[config.mk]
export PLATFORM = sky130hd
export DESIGN_NAME = fir_axil_ctrl
export DESIGN_NICKNAME = d
export VERILOG_FILES = /design/src/rtl/fir_axil_ctrl.sv
export SDC_FILE = /design/constraint.sdc
export NUM_CORES = 1
export LEC_CHECK = 0
export CORE_MARGIN = 4
export CORE_UTILIZATION = 30
export CTS_BUF_LIST = sky130_fd_sc_hd__clkbuf_4
export CTS_CLUSTER_SIZE = 10
export DETAILED_ROUTE_END_ITERATION = 8
export REMOVE_ABC_BUFFERS = 1
export SYNTH_ARGS = -nofsm -noshare
export SYNTH_HDL_FRONTEND = slang
export SYNTH_SLANG_ARGS = --single-unit
export TNS_END_PERCENT = 50
[constraint.sdc]
create_clock -name axis_clk -period 2.6 [get_ports axis_clk]
set_input_delay 0.26 -clock axis_clk [delete_from_list [all_inputs] [get_ports axis_clk]]
set_output_delay 0.26 -clock axis_clk [all_outputs]
set_load 0.01 [all_outputs]
[src/rtl/fir_axil_ctrl.sv]
// rtl/fir_axil_ctrl.sv - AXI-Lite config responder for the FIR engine: ap_ctrl, data_length, tap BRAM window.
// Owns the tap BRAM port when idle and hands it to the stream engine while a run is in flight.
module fir_axil_ctrl #(
    parameter int pADDR_WIDTH = 12,
    parameter int pDATA_WIDTH = 32,
    parameter int Tape_Num    = 11
) (
    input  logic                   axis_clk,
    input  logic                   axis_rst_n,
    input  logic                   awvalid,
    output logic                   awready,
    input  logic [pADDR_WIDTH-1:0] awaddr,
    input  logic                   wvalid,
    output logic                   wready,
    input  logic [pDATA_WIDTH-1:0] wdata,
    input  logic                   arvalid,
    output logic                   arready,
    input  logic [pADDR_WIDTH-1:0] araddr,
    output logic                   rvalid,
    input  logic                   rready,
    output logic [pDATA_WIDTH-1:0] rdata,
    output logic [3:0]             tap_WE,
    output logic                   tap_EN,
    output logic [pDATA_WIDTH-1:0] tap_Di,
    output logic [pADDR_WIDTH-1:0] tap_A,
    input  logic [pDATA_WIDTH-1:0] tap_Do,
    output logic                   ap_start_o,
    input  logic                   eng_done_i,
    input  logic [pADDR_WIDTH-1:0] eng_tap_A,
    output logic [pDATA_WIDTH-1:0] data_length
);

    localparam logic [pADDR_WIDTH-1:0] ADDR_CTRL = '0;
    localparam logic [pADDR_WIDTH-1:0] ADDR_LEN  = pADDR_WIDTH'(32'h10);
    localparam logic [pADDR_WIDTH-1:0] TAP_BASE  = pADDR_WIDTH'(32'h20);
    localparam logic [pADDR_WIDTH-1:0] TAP_LAST  = pADDR_WIDTH'(32'h20 + 4 * (Tape_Num - 1));

    typedef enum logic {W_IDLE, W_ACK} w_state_t;
    typedef enum logic [1:0] {R_IDLE, R_ADDR, R_BRAM, R_DATA} r_state_t;

    w_state_t               w_state;
    r_state_t               r_state;
    logic [pADDR_WIDTH-1:0] w_addr;
    logic [pDATA_WIDTH-1:0] w_data;
    logic [pADDR_WIDTH-1:0] r_addr;
    logic [pDATA_WIDTH-1:0] rdata_q;
    logic [pDATA_WIDTH-1:0] reg_rdata;
    logic                   bram_fresh;
    logic                   rd_hold;
    logic                   ap_start;
    logic                   ap_done;
    logic                   ap_idle;
    logic                   wr_tap;

    function automatic logic is_tap(input logic [pADDR_WIDTH-1:0] a);
        return (a >= TAP_BASE) && (a <= TAP_LAST) && (a[1:0] == 2'b00);
    endfunction

    assign wr_tap = (w_state == W_ACK) && is_tap(w_addr) && ap_idle;

    // BRAM data is only valid in the first R_DATA cycle; it is captured then and held
    assign rdata = bram_fresh ? tap_Do : rdata_q;

    always_ff @(posedge axis_clk or negedge axis_rst_n) begin
        if (!axis_rst_n) begin
            w_state <= W_IDLE;
            awready <= 1'b0;
            wready  <= 1'b0;
            w_addr  <= '0;
            w_data  <= '0;
        end else begin
            case (w_state)
                W_IDLE: begin
                    if (awvalid && wvalid) begin
                        w_state <= W_ACK;
                        awready <= 1'b1;
                        wready  <= 1'b1;
                        w_addr  <= awaddr;
                        w_data  <= wdata;
                    end
                end
                default: begin
                    w_state <= W_IDLE;
                    awready <= 1'b0;
                    wready  <= 1'b0;
                end
            endcase
        end
    end

    always_comb begin
        reg_rdata = '0;
        if (r_addr == ADDR_CTRL)
            reg_rdata = {{(pDATA_WIDTH-3){1'b0}}, ap_idle, ap_done, ap_start};
        else if (r_addr == ADDR_LEN)
            reg_rdata = data_length;
    end

    always_ff @(posedge axis_clk or negedge axis_rst_n) begin
        if (!axis_rst_n) begin
            r_state    <= R_IDLE;
            arready    <= 1'b0;
            rvalid     <= 1'b0;
            r_addr     <= '0;
            rdata_q    <= '0;
            bram_fresh <= 1'b0;
            rd_hold    <= 1'b0;
        end else begin
            case (r_state)
                R_IDLE: begin
                    rd_hold <= 1'b0;
                    if (arvalid && !rd_hold) begin
                        r_state <= R_ADDR;
                        arready <= 1'b1;
                        r_addr  <= araddr;
                    end
                end
                R_ADDR: begin
                    arready <= 1'b0;
                    if (is_tap(r_addr) && ap_idle) begin
                        r_state <= R_BRAM;
                    end else begin
                        r_state <= R_DATA;
                        rvalid  <= 1'b1;
                        rdata_q <= reg_rdata;
                    end
                end
                R_BRAM: begin
                    if (!ap_idle) begin
                        r_state <= R_DATA;
                        rvalid  <= 1'b1;
                        rdata_q <= '0;
                    end else if (!wr_tap) begin
                        r_state    <= R_DATA;
                        rvalid     <= 1'b1;
                        bram_fresh <= 1'b1;
                    end
                end
                default: begin
                    if (bram_fresh) begin
                        bram_fresh <= 1'b0;
                        rdata_q    <= tap_Do;
                    end
                    if (rready) begin
                        r_state <= R_IDLE;
                        rvalid  <= 1'b0;
                        rd_hold <= 1'b1;
                    end
                end
            endcase
        end
    end

    always_ff @(posedge axis_clk or negedge axis_rst_n) begin
        if (!axis_rst_n) begin
            ap_start    <= 1'b0;
            ap_done     <= 1'b0;
            ap_idle     <= 1'b1;
            ap_start_o  <= 1'b0;
            data_length <= '0;
        end else begin
            ap_start_o <= ap_start;
            if (ap_start) begin
                ap_start <= 1'b0;
                ap_idle  <= 1'b0;
                ap_done  <= 1'b0;
            end else if (w_state == W_ACK && w_addr == ADDR_CTRL && w_data[0] && ap_idle) begin
                ap_start <= 1'b1;
            end
            if (w_state == W_ACK && w_addr == ADDR_LEN && ap_idle)
                data_length <= w_data;
            if (r_state == R_DATA && rvalid && rready && r_addr == ADDR_CTRL)
                ap_done <= 1'b0;
            // done from the engine wins over a same-cycle clear-on-read
            if (eng_done_i && !ap_idle) begin
                ap_idle <= 1'b1;
                ap_done <= 1'b1;
            end
        end
    end

    always_comb begin
        tap_EN = 1'b0;
        tap_WE = 4'h0;
        tap_A  = '0;
        tap_Di = '0;
        if (!ap_idle) begin
            tap_EN = 1'b1;
            tap_A  = eng_tap_A;
        end else if (wr_tap) begin
            tap_EN = 1'b1;
            tap_WE = 4'hF;
            tap_A  = w_addr - TAP_BASE;
            tap_Di = w_data;
        end else if (r_state == R_BRAM) begin
            tap_EN = 1'b1;
            tap_A  = r_addr - TAP_BASE;
        end
    end

endmodule
==> flow_summary.yaml <==
timing:
  max_slew_margin: 0.5005
  timing.final.ws_setup_ps: -95.29
  timing.fmax_mhz: 371.0
  fin_crit_ps: 2695
  hold_viol_final: 0
  rsz0062_at_grt: "true"
  slew_viol_final: 0
  fin_crit_sh: 1.037
  finalSetupViolations: 17
  hold_slack_ps: 222.8
  clock_skew_ps: 17.30
  tightestPinTransition_ps: 749.2
  tns_ps: -809.7
cts:
  numCtsBuffers: 17
  htreeDepth: 4
  cts-root-buf: "clkbuf_4"
  clock_latency_ps: 510
  cts.sinks: 132
  cts_buffer_depth: 2
  cts_tree: "built"
  clk_pin_slew_ps: 110
critical_path:
  timing.rr.end: "rdata_q[8]"
  start_kind: "register"
  worst_setup_path_end_kind: "primary output"
  worstPathRequired_ps: 2340
  critPathLaunch: "w_addr[5]"
  reg2reg_setup_slack_ps: 170
  r2r_cells: 6
  cp-endpoint: "tap_EN"
  worstReg2RegStart: "ap_idle"
  cp.arrival_ps: 2440
  cp_max_fo: 11
  crit_type: "reg -> out"
die:
  dieHeight_um: 157.2
  dieArea_mm2: 0.02471
  coreArea_mm2: 0.02189
  die_w_um: 157.2
  ios: 225
  core.rowCount: 54
  start_util: 0.3050
run:
  drv_cap: 0
placed_design:
  io_buffer_count: 224
  place_inst: 1119
  placed_area_mm2: 0.009397
  place_congestion: 0.8131
  dp_hpwl_um: 14630
drt:
  via_per_inst: 4.703
  route.detailed.drc: 0
  ant_nets: 0
  wl_per_cell_um: 17.34
  routed_wl_um: 20070
  dr.pass1.iters: 4
  drt-initial-drc-count: 165
  vias: 5441
logic_synthesis:
  ys_top_cells_by_area: "dfrtp_1, mux2_2, nand2_1"
  postSynthAreaPerCell_um2: 10.72
  synth_cell_types: 52
  ys_seq_area_frac: 0.4948
  async_flop_share: 1.000
  yosys_warnings: 0
  ys.flop_type: "dfrtp_1"
  synth_area_leader_cell: "dfrtp_1"
  yosysTopAreaCellShare: 0.4909
  netlist_area_mm2: 0.006678
  synthCells: 623
  synth-edff-count: 0
  yosys_register_bits: 132
finish:
  final_nets: 979
  area_growth_syn_to_layout_pct: 45.16
  final_area_mm2: 0.009693
  multi_input_area_mm2: 0.003223
  drive_above_1_share: 0.2957
  final_cells: 1157
  fillCellCount: 2122
  final-seq-area_mm2: 0.003308
power:
  power_density_mw_per_mm2: 844.0
  p_total_mw: 8.181
  ir_drop_mv: 0.3220
  leakagePower_nw: 4.595
grt:
  antenna_found_initial: 1
  grt_usage: 0.1608
  grt_pass1_wl_um: 30990
  overflow: 0
  grt_max_degree: 64
  grt_pass1_vias: 5559
hold_path:
  min_path_type: "in -> async"
outcome:
  violations: "setup timing"
  status: "complete, but fails checks"
cell type report:
class                           instances  area share
Multi-Input combinational cell        435      0.3325
Antenna cell                            1   0.0002582
Clock inverter                         12     0.01433
Inverter                               13    0.005809
Sequential cell                       132      0.3413
Tap cell                              280     0.03614
Clock buffer                           19     0.01472
Timing Repair Buffer                  265      0.2549
power breakdown:
part / total (mW) / internal, mW / switching (mW) / leakage (nW)
combinational: 3.90 / 2.11 / 1.79 / 2.73
clock: 1.41 / 0.670 / 0.740 / 0.157
sequential: 2.87 / 2.48 / 0.383 / 1.71
total: 8.18 / 5.27 / 2.91 / 4.59
critical path, stage by stage, from the launching register on:
cell and delay (ps):
dfrtp_1 420, ha_4 160, nor3b_4 150, a221oi_2 320
or2_4 240, inv_8 60, buf_12 140, or3_1 290
buf_2 140
per-stage QoR:
stage	utilization	setup WS [ps]
floorplan	-	-174.2
global placement	0.4292	-33.86
detailed placement	0.4292	-103.0
CTS	0.4383	-150.9
global route	0.4428	-287.4
finish	0.4428	-95.29
synthesized netlist by cell type (7+ instances only):
master and number:
nor2_1 17, mux2_2 107, a21oi_1 12, a31oi_1 8
ha_1 8, dfrtp_1 131, o21ai_0 7, clkbuf_1 29
nand3_1 7, a22o_1 29, buf_4 7, and2_1 32
nand2_1 147, inv_1 11
metal layers:
layer | track usage | wire length (µm) | vias to the layer above | share of wire
met5 | 0 | 0 | - | 0
met4 | 0.04179 | 267 | 0 | 0.013
met3 | 0.03547 | 1177 | 11 | 0.059
met2 | 0.2593 | 9357 | 168 | 0.47
met1 | 0.2204 | 9265 | 2624 | 0.46
li1 | - | - | 2638 | -
cells by family (layout without fill, tap and decap cells):
logic type | after synthesis | count (layout) | share of synthesized area
simple gates | 232 | 232 | 0.1638
buf+inv | 56 | 309 | 0.03934
mux | 114 | 114 | 0.1915
flops | 132 | 132 | 0.4948
other cells | 0 | 1 | 0
compound gates | 75 | 75 | 0.08769
xor+xnor | 6 | 6 | 0.007871
fa+ha+maj | 8 | 8 | 0.01499
registers in the layout (all words and copies together) (netlist names), 2 cells and up:
signal / cells
data_length: 32
rdata_q: 32
w_data: 32
r_addr: 12
w_addr: 12
r_state: 2
cell usage in the layout, fill, tap and decap left out, drive strengths merged, types with 2 or more instances in the layout:
| cell | instances |
|---|---|
| dfrtp | 131 |
| nand3b | 2 |
| nor4 | 6 |
| a21oi | 12 |
| mux2i | 4 |
| nand2 | 147 |
| ha | 8 |
| o2bb2ai | 3 |
| mux2 | 110 |
| xnor2 | 3 |
| and3 | 2 |
| clkbuf | 19 |
| nor2b | 3 |
| o31ai | 3 |
| dlymetal6s2s | 2 |
| clkdlybuf4s50 | 172 |
| a31oi | 8 |
| bufinv | 3 |
| clkinv | 9 |
| nand3 | 7 |
| xor2 | 3 |
| o22a | 2 |
| and2 | 32 |
| or3 | 4 |
| nand4 | 2 |
| o21ai | 7 |
| nand4b | 2 |
| buf | 90 |
| nor2 | 17 |
| nor3 | 4 |
| inv | 12 |
| a22o | 29 |
| o41ai | 4 |
worst min-delay path by stage:
stage	end	startpoint	slack, ps
after floorplan	ap_done	axis_rst_n	-40
after global placement	r_addr[8]	axis_rst_n	210
after detailed placement	r_addr[11]	axis_rst_n	210
after CTS	r_addr[11]	axis_rst_n	160
after global routing	w_data[10]	wdata[10]	180
final	r_addr[11]	axis_rst_n	220
timing repair:
item	CTS	global route
pin swaps	16	7
buffers inserted	3	2
hold buffers	1	0
hold endpoints to repair	40	0
endpoints found under the setup margin	65	51
cloned	1	0
resized for setup	212	29
(Power assumes the default switching activity.)
